## src/rtl/silife_pkg.sv

```systemverilog
// Shared constants and types for the SILIFE MAX7219-format SPI loader.
package silife_pkg;

    localparam logic [3:0] REG_NOOP      = 4'h0;
    localparam logic [3:0] REG_DIGIT0    = 4'h1;
    localparam logic [3:0] REG_DIGIT7    = 4'h8;
    localparam logic [3:0] REG_INTENSITY = 4'hA;
    localparam logic [3:0] REG_SHUTDOWN  = 4'hC;

    localparam int unsigned CHAIN_DEFAULT = 4;
    localparam int unsigned FRAME_BITS    = 16 * CHAIN_DEFAULT;

    typedef enum logic {
        StIdle,
        StCommit
    } loader_state_e;

    function automatic int unsigned frame_bits(input int unsigned chain);
        return 16 * chain;
    endfunction

endpackage

```

## src/rtl/silife_sync_edge.sv

```systemverilog
// Two-flop synchroniser for an asynchronous pin, with single-cycle rise/fall pulses.
module silife_sync_edge #(
    parameter logic RESET_VAL = 1'b0
) (
    input  logic clk,
    input  logic rst_n,
    input  logic din,
    output logic level,
    output logic rise,
    output logic fall
);

    // [0] metastability flop, [1] synchronised level, [2] previous level
    logic [2:0] sync_q;

    always_ff @(posedge clk or negedge rst_n) begin
        if (!rst_n) begin
            sync_q <= {3{RESET_VAL}};
        end else begin
            sync_q <= {sync_q[1:0], din};
        end
    end

    assign level = sync_q[1];
    assign rise  = sync_q[1] & ~sync_q[2];
    assign fall  = ~sync_q[1] & sync_q[2];

endmodule

```

## src/rtl/silife_spi_loader.sv

```systemverilog
// MAX7219-format SPI receiver that turns each frame into grid row writes.
// Build option: define SILIFE_LOADER_CTRL_REGS_EN to decode intensity/shutdown registers.
module silife_spi_loader
    import silife_pkg::*;
#(
    parameter int unsigned CHAIN    = CHAIN_DEFAULT,
    parameter int unsigned ROW_BITS = 5
) (
    input  logic                clk,
    input  logic                rst_n,
    input  logic                i_cs,
    input  logic                i_sck,
    input  logic                i_mosi,
    output logic [ROW_BITS-1:0] o_row_select,
    output logic [7:0]          o_row_data,
    output logic                o_row_wr,
    output logic [3:0]          o_brightness,
    output logic                o_shutdown,
    output logic                o_frame_err,
    output logic                o_busy
);

    localparam int unsigned FBITS = frame_bits(CHAIN);
    localparam int unsigned CNT_W = $clog2(FBITS + 2);
    localparam int unsigned DEV_W = (CHAIN > 1) ? $clog2(CHAIN) : 1;

    localparam logic [CNT_W-1:0] CNT_FULL = CNT_W'(FBITS);
    localparam logic [CNT_W-1:0] CNT_SAT  = CNT_W'(FBITS + 1);
    localparam logic [DEV_W-1:0] DEV_LAST = DEV_W'(CHAIN - 1);

    logic cs_lvl, cs_rise, cs_fall;
    logic sck_lvl, sck_rise, sck_fall;
    logic unused_sck;

    silife_sync_edge #(
        .RESET_VAL (1'b1)
    ) u_cs_sync (
        .clk   (clk),
        .rst_n (rst_n),
        .din   (i_cs),
        .level (cs_lvl),
        .rise  (cs_rise),
        .fall  (cs_fall)
    );

    silife_sync_edge #(
        .RESET_VAL (1'b0)
    ) u_sck_sync (
        .clk   (clk),
        .rst_n (rst_n),
        .din   (i_sck),
        .level (sck_lvl),
        .rise  (sck_rise),
        .fall  (sck_fall)
    );

    assign unused_sck = sck_lvl ^ sck_fall;

    // MOSI shares the SCK synchroniser depth so a sampled bit lines up with its edge
    logic [1:0] mosi_sync_q;
    logic       mosi_s;

    always_ff @(posedge clk or negedge rst_n) begin
        if (!rst_n) begin
            mosi_sync_q <= '0;
        end else begin
            mosi_sync_q <= {mosi_sync_q[0], i_mosi};
        end
    end

    assign mosi_s = mosi_sync_q[1];

    logic [FBITS-1:0] shift_q;
    logic [CNT_W-1:0] cnt_q;

    always_ff @(posedge clk or negedge rst_n) begin
        if (!rst_n) begin
            shift_q <= '0;
            cnt_q   <= '0;
        end else if (cs_fall) begin
            cnt_q <= '0;
        end else if (sck_rise && !cs_lvl) begin
            shift_q <= {shift_q[FBITS-2:0], mosi_s};
            if (cnt_q != CNT_SAT) begin
                cnt_q <= cnt_q + 1'b1;
            end
        end
    end

    loader_state_e    state_q, state_d;
    logic [DEV_W-1:0] dev_q, dev_d;
    logic [FBITS-1:0] hold_q;
    logic             start_q;
    logic             err_q;
    logic             frame_ok, frame_bad;

    // A full frame is only accepted when nothing is pending or being committed
    always_comb begin
        frame_ok  = 1'b0;
        frame_bad = 1'b0;
        if (cs_rise && (cnt_q != '0)) begin
            if ((cnt_q == CNT_FULL) && (state_q == StIdle) && !start_q) begin
                frame_ok = 1'b1;
            end else begin
                frame_bad = 1'b1;
            end
        end
    end

    always_ff @(posedge clk or negedge rst_n) begin
        if (!rst_n) begin
            hold_q  <= '0;
            start_q <= 1'b0;
            err_q   <= 1'b0;
        end else begin
            start_q <= frame_ok;
            err_q   <= frame_bad;
            if (frame_ok) begin
                hold_q <= shift_q;
            end
        end
    end

    always_ff @(posedge clk or negedge rst_n) begin
        if (!rst_n) begin
            state_q <= StIdle;
            dev_q   <= '0;
        end else begin
            state_q <= state_d;
            dev_q   <= dev_d;
        end
    end

    always_comb begin
        state_d = state_q;
        dev_d   = dev_q;
        case (state_q)
            StIdle: begin
                if (start_q) begin
                    state_d = StCommit;
                    dev_d   = '0;
                end
            end
            StCommit: begin
                if (dev_q == DEV_LAST) begin
                    state_d = StIdle;
                end else begin
                    dev_d = dev_q + 1'b1;
                end
            end
            default: state_d = StIdle;
        endcase
    end

    // The last word shifted in sits at the bottom and belongs to device 0
    logic [15:0]         word;
    logic [3:0]          addr;
    logic [7:0]          data;
    logic                is_row;
    logic [ROW_BITS-1:0] row_calc;
    logic                unused_hi;

    assign word      = hold_q[16*dev_q +: 16];
    assign addr      = word[11:8];
    assign data      = word[7:0];
    assign unused_hi = ^word[15:12];
    assign is_row    = (state_q == StCommit) && (addr >= REG_DIGIT0) && (addr <= REG_DIGIT7);
    assign row_calc  = ROW_BITS'({dev_q, 3'b000}) + ROW_BITS'(addr - REG_DIGIT0);

    logic                row_wr_q;
    logic [ROW_BITS-1:0] row_sel_q;
    logic [7:0]          row_data_q;

    always_ff @(posedge clk or negedge rst_n) begin
        if (!rst_n) begin
            row_wr_q   <= 1'b0;
            row_sel_q  <= '0;
            row_data_q <= '0;
        end else begin
            row_wr_q <= is_row;
            if (is_row) begin
                row_sel_q  <= row_calc;
                row_data_q <= data;
            end
        end
    end

`ifdef SILIFE_LOADER_CTRL_REGS_EN
    logic [3:0] bright_q;
    logic       shut_q;

    always_ff @(posedge clk or negedge rst_n) begin
        if (!rst_n) begin
            bright_q <= 4'h0;
            shut_q   <= 1'b1;
        end else if (state_q == StCommit) begin
            case (addr)
                REG_INTENSITY: bright_q <= data[3:0];
                REG_SHUTDOWN:  shut_q   <= ~data[0];
                default: ;
            endcase
        end
    end

    assign o_brightness = bright_q;
    assign o_shutdown   = shut_q;
`else
    assign o_brightness = 4'hf;
    assign o_shutdown   = 1'b0;
`endif

    assign o_row_wr     = row_wr_q;
    assign o_row_select = row_sel_q;
    assign o_row_data   = row_data_q;
    assign o_frame_err  = err_q;
    assign o_busy       = (state_q == StCommit);

endmodule

```

## config.mk

```make
export PLATFORM = sky130hd
export DESIGN_NAME = silife_spi_loader
export DESIGN_NICKNAME = d
export VERILOG_FILES = /design/src/rtl/silife_pkg.sv /design/src/rtl/silife_sync_edge.sv /design/src/rtl/silife_spi_loader.sv
export SDC_FILE = /design/constraint.sdc
export NUM_CORES = 1
export LEC_CHECK = 0
export ABC_AREA = 1
export CAP_MARGIN = 20
export CORE_MARGIN = 5
export CORE_UTILIZATION = 40
export CTS_BUF_LIST = sky130_fd_sc_hd__clkbuf_4
export CTS_CLUSTER_SIZE = 30
export DETAILED_ROUTE_END_ITERATION = 10
export SKIP_LAST_GASP = 1
export SLEW_MARGIN = 20
export SYNTH_ARGS = -nofsm -noshare
export SYNTH_HDL_FRONTEND = slang
export SYNTH_SLANG_ARGS = --single-unit
```

## constraint.sdc

```tcl
create_clock -name clk -period 2.8 [get_ports clk]
set_input_delay 0.56 -clock clk [delete_from_list [all_inputs] [get_ports clk]]
set_output_delay 0.56 -clock clk [all_outputs]
set_load 0.05 [all_outputs]
```

==> results of run 1 <==
-- cell usage in the layout (no fill, tap or decap), drive strengths merged, types with 13 or more instances in the layout --
cell type,instances
nand2,339
dfrtp,139
nand3,67
inv,31
o21ai,29
nor2,25
clkbuf,22
clkdlybuf4s50,19
nand4,18
buf,13
-- how the worst max path moves through the flow --
| stage | endpoint | slack (ns) | depth (start not counted) | startpoint |
|---|---|---|---|---|
| after floorplan | o_row_select[3] | 0.45 | 11 | dev_q[0] |
| after global placement | o_row_select[3] | 0.56 | 9 | dev_q[0] |
| after detailed placement | o_row_select[3] | 0.44 | 9 | dev_q[0] |
| after CTS | o_row_select[3] | 0.42 | 9 | dev_q[0] |
| after global routing | o_row_data[1] | 0.21 | 10 | dev_q[0] |
| final | o_row_select[3] | 0.43 | 9 | dev_q[0] |
-- registers in the layout, summed over array words and instances (netlist names) --
signal             count
start_q                1
o_busy                 1
o_frame_err            1
mosi_sync_q            2
dev_q                  2
cnt_q                  7
u_cs_sync.sync_q       3
hold_q                48
o_row_data             8
o_row_select           5
shift_q               60
o_row_wr               1
u_sck_sync.sync_q      3
-- per-layer routing --
metal | vias up | GRT usage, %
met2 | 87 | 23.4
met1 | 2295 | 20.8
met4 | 0 | 5.66
met3 | 14 | 3.74
met5 | - | 0
li1 | 2316 | -
-- metrics by stage --
step	total power, mW	std cells	cell area, sq um	util (%)
5_1_grt	3.85	937	6810	45.1
6_report	3.68	937	6810	45.1
3_3_place_gp	2.30	904	6500	43.1
3_5_place_dp	2.30	904	6500	43.1
2_1_floorplan	2.22	728	6130	-
4_1_cts	3.74	936	6810	45.1
-- kinds of logic after synthesis --
kind of cell	synth area share [%]
AO/OA/AOI/OAI	3.70
flip-flops	58.1
AND/OR/NAND/NOR	30.2
other	0.123
XOR/XNOR	0.429
buffers and inverters	5.23
adder cells (fa/ha/maj)	2.17
-- cell type report --
| cell class | count | area [sq um] |
|---|---|---|
| tap | 188 | 235 |
| inverter | 31 | 119 |
| fill | 1476 | 8280 |
| clock buffer | 22 | 165 |
| timing repair buffer | 32 | 317 |
| multi-input combinational | 511 | 2270 |
| antenna | 1 | 2.50 |
| sequential | 142 | 3560 |
| clock inverter | 10 | 145 |
-- power groups by stage --
stage	combinational [mW]	clock [mW]	sequential (mW)
floorplan	0.0832	0	2.14
global placement	0.155	0	2.14
detailed placement	0.158	0	2.14
CTS	0.159	1.48	2.10
global route	0.176	1.57	2.11
finish	0.153	1.43	2.10
-- worst register-to-register path, cell delays in order (launching register included) --
cell,delay (ns)
dfrtp_1,0.40
buf_4,0.26
nand2_1,0.09
a32oi_1,0.39
inv_1,0.12
ha_1,0.26
fa_1,0.41
xor2_1,0.18
nand4_1,0.09
nand2_1,0.06
==> results.py, run 1 <==
metrics = {
    "place": {
        "dp_slack_ns": 0.437,
        "dp_hpwl_um": 8210,
        "place_congestion": 0.862,
        "port_buffers": 20,
    },
    "routing": {
        "first_pass_iters": 5,
        "remaining_drc_errors": 0,
        "dr.max_layer_used": "met4",
        "met1Wirelength_um": 6100,
        "drt_iter0_markers": 307,
        "wl_met2_um": 5950,
        "ant_nets": 0,
        "vias_per_cell": 5.03,
        "met3_wirelength_um": 481,
        "wire_per_inst_um": 13.6,
        "route.vias.total": 4712,
        "routed_wl_um": 12700,
    },
    "sta": {
        "worstMarginPinSlew_ns": 0.677,
        "skew_ns": 0.0137,
        "setup_ws_ns": 0.433,
        "fin_crit_sh_pct": 84.5,
        "rsz0062_at_grt": "no",
        "slew_headroom_pct": 54.9,
        "fin_tns_setup_ns": 0,
        "max_freq_mhz": 422,
        "hold_viol_final": 0,
        "post-route-min-period_ns": 2.37,
        "finalSetupViolCount": 0,
        "finalHoldWorstSlack_ns": 0.0223,
        "drv_slew": 0,
    },
    "floorplan": {
        "rows": 45,
        "pin_count": 26,
        "start_util_pct": 40.6,
        "core_sq_um": 15100,
        "die_area_sq_um": 17900,
        "dieHeight_um": 134,
        "die_w_um": 134,
    },
    "clock_tree": {
        "cts_tree": "done",
        "cts_post_setup_buffers_inserted": 0,
        "htreeDepth": 4,
        "cts_root_buf": "clkbuf_4",
        "clk_pin_slew_worst_paths_ns": 0.11,
        "cts.sinks": 142,
        "cts_hold_buf": 0,
        "cts_resized": 0,
        "clk_latency_ns": 0.54,
        "cts_buffer_depth": 2,
        "cts_inserted_buffers": 17,
    },
    "worst_setup_path": {
        "rrSetupSlack_ns": 0.43,
        "crit_slowest_cell": "fa_1",
        "worstPathMaxFanout": 25,
        "arrival_ns": 2.81,
        "path_buf_inv": 2,
        "cp_common_cell": "nand2_1",
        "start_kind": "register",
        "crit_family": "adder cells",
        "r2r-end": "o_row_select[3]",
        "path_cells": "buf_4 -> nand2_1 -> a32oi_1 -> inv_1 -> ha_1 -> fa_1 -> xor2_1 -> nand4_1 -> nand2_1",
        "regToRegStartpoint": "dev_q[0]",
        "end_kind": "register",
        "slowest_delay_ns": 0.41,
        "required_ns": 3.24,
        "critPathKind": "register to register",
        "ff2ff_path_depth": 9,
    },
    "global_route": {
        "grt_usage_pct": 15.2,
        "antenna_found_initial": 1,
        "grt_pass1_vias": 4411,
        "grt_max_degree": 74,
        "grt-ovfl-total": 0,
        "grt_pass1_wl_um": 21900,
    },
    "yosys": {
        "synth_top_area_share_pct": 56.8,
        "ys_ff_latch": 142,
        "synth_edf_count": 0,
        "yosys-top-cells-area": "dfrtp_1 (57%), nand2_1 (21%), nand3_1 (5.3%), o21ai_0 (2.3%), ha_1 (1.8%)",
        "synth_area_per_cell_sq_um": 8.44,
        "synth_warnings": 0,
        "synthTopCellsByCount": "nand2_1 (339), dfrtp_1 (139), nand3_1 (65)",
        "synth_largest_area_cell": "dfrtp_1",
        "seq_area_frac_synth_pct": 58.1,
        "synth.distinct_cells": 25,
        "async_reset_ff_share_pct": 100,
        "yosysMostFrequentCell": "nand2_1",
        "syn_inst": 725,
        "ys.flop_type": "dfrtp_1",
        "syn_area_sq_um": 6120,
    },
    "power": {
        "sw_frac_of_total_pct": 22.4,
        "intPower_mw": 2.86,
        "ir_worst_vdd_mv": 0.247,
        "power.clock.fraction_pct": 38.8,
        "switchingPower_mw": 0.826,
        "power_density_nw_per_um2": 541,
        "leakagePower_nw": 3.73,
        "pwr-share-seq_pct": 57.1,
        "p_comb_share_pct": 4.2,
    },
    "min_path": {
        "hold_path.class": "primary input to async pin",
    },
    "outcome": {
        "status": "completed",
    },
    "flow_run": {
        "maxCapViolCount": 0,
    },
    "final_layout": {
        "fin_nets": 750,
        "drive_gt1_share_pct": 7.09,
        "area_growth_pct": 11.3,
    },
}
Note: power is estimated with default switching activity, not from simulation.
==> inputs of run 2 (changes only) <==
==> constraint.sdc (replaced) <==
create_clock -name clk -period 2.2 [get_ports clk]
set_input_delay 0.44 -clock clk [delete_from_list [all_inputs] [get_ports clk]]
set_output_delay 0.44 -clock clk [all_outputs]
set_load 0.05 [all_outputs]
==> run 2 against run 1 <==
Routed wire length grew 0.37%. Setup slack lost 0.34 ns. Highest routed layer unchanged. Worst hold slack better by 0.29 ns.
==> results.py, run 2 (same netlist as run 1, synthesis figures left out) <==
metrics = {
    "sta": {
        "rsz0062_at_grt": "yes",
        "skew_ns": 0.0131,
        "hold_viol_final": 0,
        "fin_tns_setup_ns": 0,
        "slew_headroom_pct": 56.4,
        "drv_slew": 0,
        "finalSetupViolCount": 0,
        "worstMarginPinSlew_ns": 0.653,
        "post-route-min-period_ns": 2.11,
        "fin_crit_sh_pct": 95.9,
        "max_freq_mhz": 474,
    },
    "min_path": {
        "whs_endpoint": "u_cs_sync.sync_q[0]",
        "worstHoldStart": "i_cs",
        "hold_path.class": "primary input to register",
        "whs_path_depth": 1,
    },
    "final_layout": {
        "fillers": 1482,
        "final_common_cell": "nand2_1",
        "fin_area_sq_um": 6840,
        "fin_nets": 757,
        "drive_gt1_share_pct": 7.84,
        "antenna_cells": 0,
        "final_cell_mix": "nand2_1 (339), dfrtp_1 (138), nand3_1 (65)",
        "largest_reg_flops": 60,
        "largest_register": "shift_q",
        "area_growth_pct": 11.8,
        "fin_util_pct": 45.3,
        "instances_no_fill": 941,
    },
    "place": {
        "dp_hpwl_um": 8390,
        "port_buffers": 20,
        "dpl_cell_area_sq_um": 6600,
        "placed_cells": 910,
        "place_congestion": 0.828,
    },
    "worst_setup_path": {
        "ff2ff_path_depth": 9,
        "slowest_delay_ns": 0.79,
        "critPathKind": "register to primary output",
        "start_kind": "register",
        "crit_slowest_cell": "clkdlybuf4s50_1",
        "arrival_ns": 1.67,
        "r2r-end": "o_row_select[3]",
        "regToRegStartpoint": "dev_q[0]",
        "rrSetupSlack_ns": 0.10,
        "required_ns": 1.76,
        "crit_family": "buffers and inverters",
        "path_buf_inv": 1,
        "worstPathMaxFanout": 1,
        "end_kind": "primary output",
        "path_cells": "clkdlybuf4s50_1",
    },
    "power": {
        "power_density_nw_per_um2": 643,
        "pwr-share-seq_pct": 60.9,
        "power.clock.fraction_pct": 34.5,
        "sw_frac_of_total_pct": 23.7,
        "leakagePower_nw": 3.82,
        "total_power_mw": 4.40,
        "intPower_mw": 3.36,
        "switchingPower_mw": 1.04,
        "p_comb_share_pct": 4.7,
        "ir_worst_vdd_mv": 0.256,
    },
    "flow_run": {
        "maxCapViolCount": 0,
    },
    "clock_tree": {
        "cts_inserted_buffers": 17,
        "cts.sinks": 142,
        "clk_pin_slew_worst_paths_ns": 0.11,
        "cts_buffer_depth": 2,
        "clk_latency_ns": 0.54,
        "htreeDepth": 4,
        "cts_tree": "done",
        "cts_post_setup_buffers_inserted": 0,
        "cts_root_buf": "clkbuf_4",
    },
    "floorplan": {
        "core_sq_um": 15100,
        "die_w_um": 134,
        "pin_count": 26,
        "die_area_sq_um": 17900,
        "rows": 45,
        "start_util_pct": 40.6,
        "dieHeight_um": 134,
    },
    "global_route": {
        "grt_max_degree": 61,
        "gr-usage-met2_pct": 24.2,
        "met3_usage_pct": 3.66,
        "grt_pass1_vias": 4648,
        "grt_pass1_wl_um": 22500,
        "grt_usage_pct": 15.5,
        "grt-ovfl-total": 0,
        "grt_use_met1_pct": 21.2,
        "antenna_found_initial": 0,
        "grt-busiest-layer": "met2",
    },
    "routing": {
        "remaining_drc_errors": 0,
        "wire_per_inst_um": 13.6,
        "drt_iter0_markers": 299,
        "routed_wl_um": 12800,
        "route.vias.total": 4627,
        "first_pass_iters": 4,
        "ant_nets": 0,
        "vias_per_cell": 4.92,
    },
    "outcome": {
        "status": "completed",
    },
}
-- run 2: stage by stage --
stage,hold WS [ns],worst slack [ns]
2_1_floorplan,0.144,0.0108
3_3_place_gp,0.333,0.128
3_5_place_dp,0.339,0.0402
4_1_cts,0.261,0.00304
5_1_grt,0.255,-0.0188
6_report,0.309,0.0894
-- run 2: cell type report --
cell class / instances / area, sq um / share of cell area, %
clock buffers: 19 / 143 / 2.09
clock inverters: 11 / 101 / 1.48
inverters: 31 / 119 / 1.74
multi-input cells: 511 / 2280 / 33.3
flip-flops and latches: 142 / 3560 / 52.0
well taps: 188 / 235 / 3.44
repair buffers: 39 / 407 / 5.94
-- run 2: per-layer routing --
metal / vias up / share of wire (%) / wire length [um]
li1: 2325 / - / -
met1: 2188 / 48 / 6140
met2: 96 / 46 / 5840
met3: 18 / 4.5 / 574
met4: 0 / 1.6 / 199
met5: - / 0 / 0
-- run 2: how the worst max path moves through the flow --
stage | startpoint | end | slack [ns] | depth (start not counted)
global route | dev_q[0] | o_row_select[3] | -0.02 | 9
CTS | o_row_data[0] | o_row_data[0] | 0.003 | 1
floorplan | dev_q[1] | o_row_select[3] | 0.01 | 10
finish | o_row_wr | o_row_wr | 0.09 | 1
detailed placement | dev_q[0] | o_row_select[3] | 0.04 | 9
global placement | dev_q[0] | o_row_select[3] | 0.13 | 9
-- run 2: power groups by stage --
stage / Sequential [mW] / Clock, mW / Combinational [mW]
final: 2.68 / 1.52 / 0.205
after global routing: 2.69 / 1.70 / 0.234
after CTS: 2.68 / 1.58 / 0.211
after detailed placement: 2.73 / 0 / 0.210
after global placement: 2.73 / 0 / 0.205
after floorplan: 2.72 / 0 / 0.106
-- run 2: what timing repair did --
action	4_1_cts	5_1_grt
cloned	0	0
hold buffers	1	0
resized for setup	12	2
endpoints found under the setup margin	12	12
hold endpoints to repair	31	0
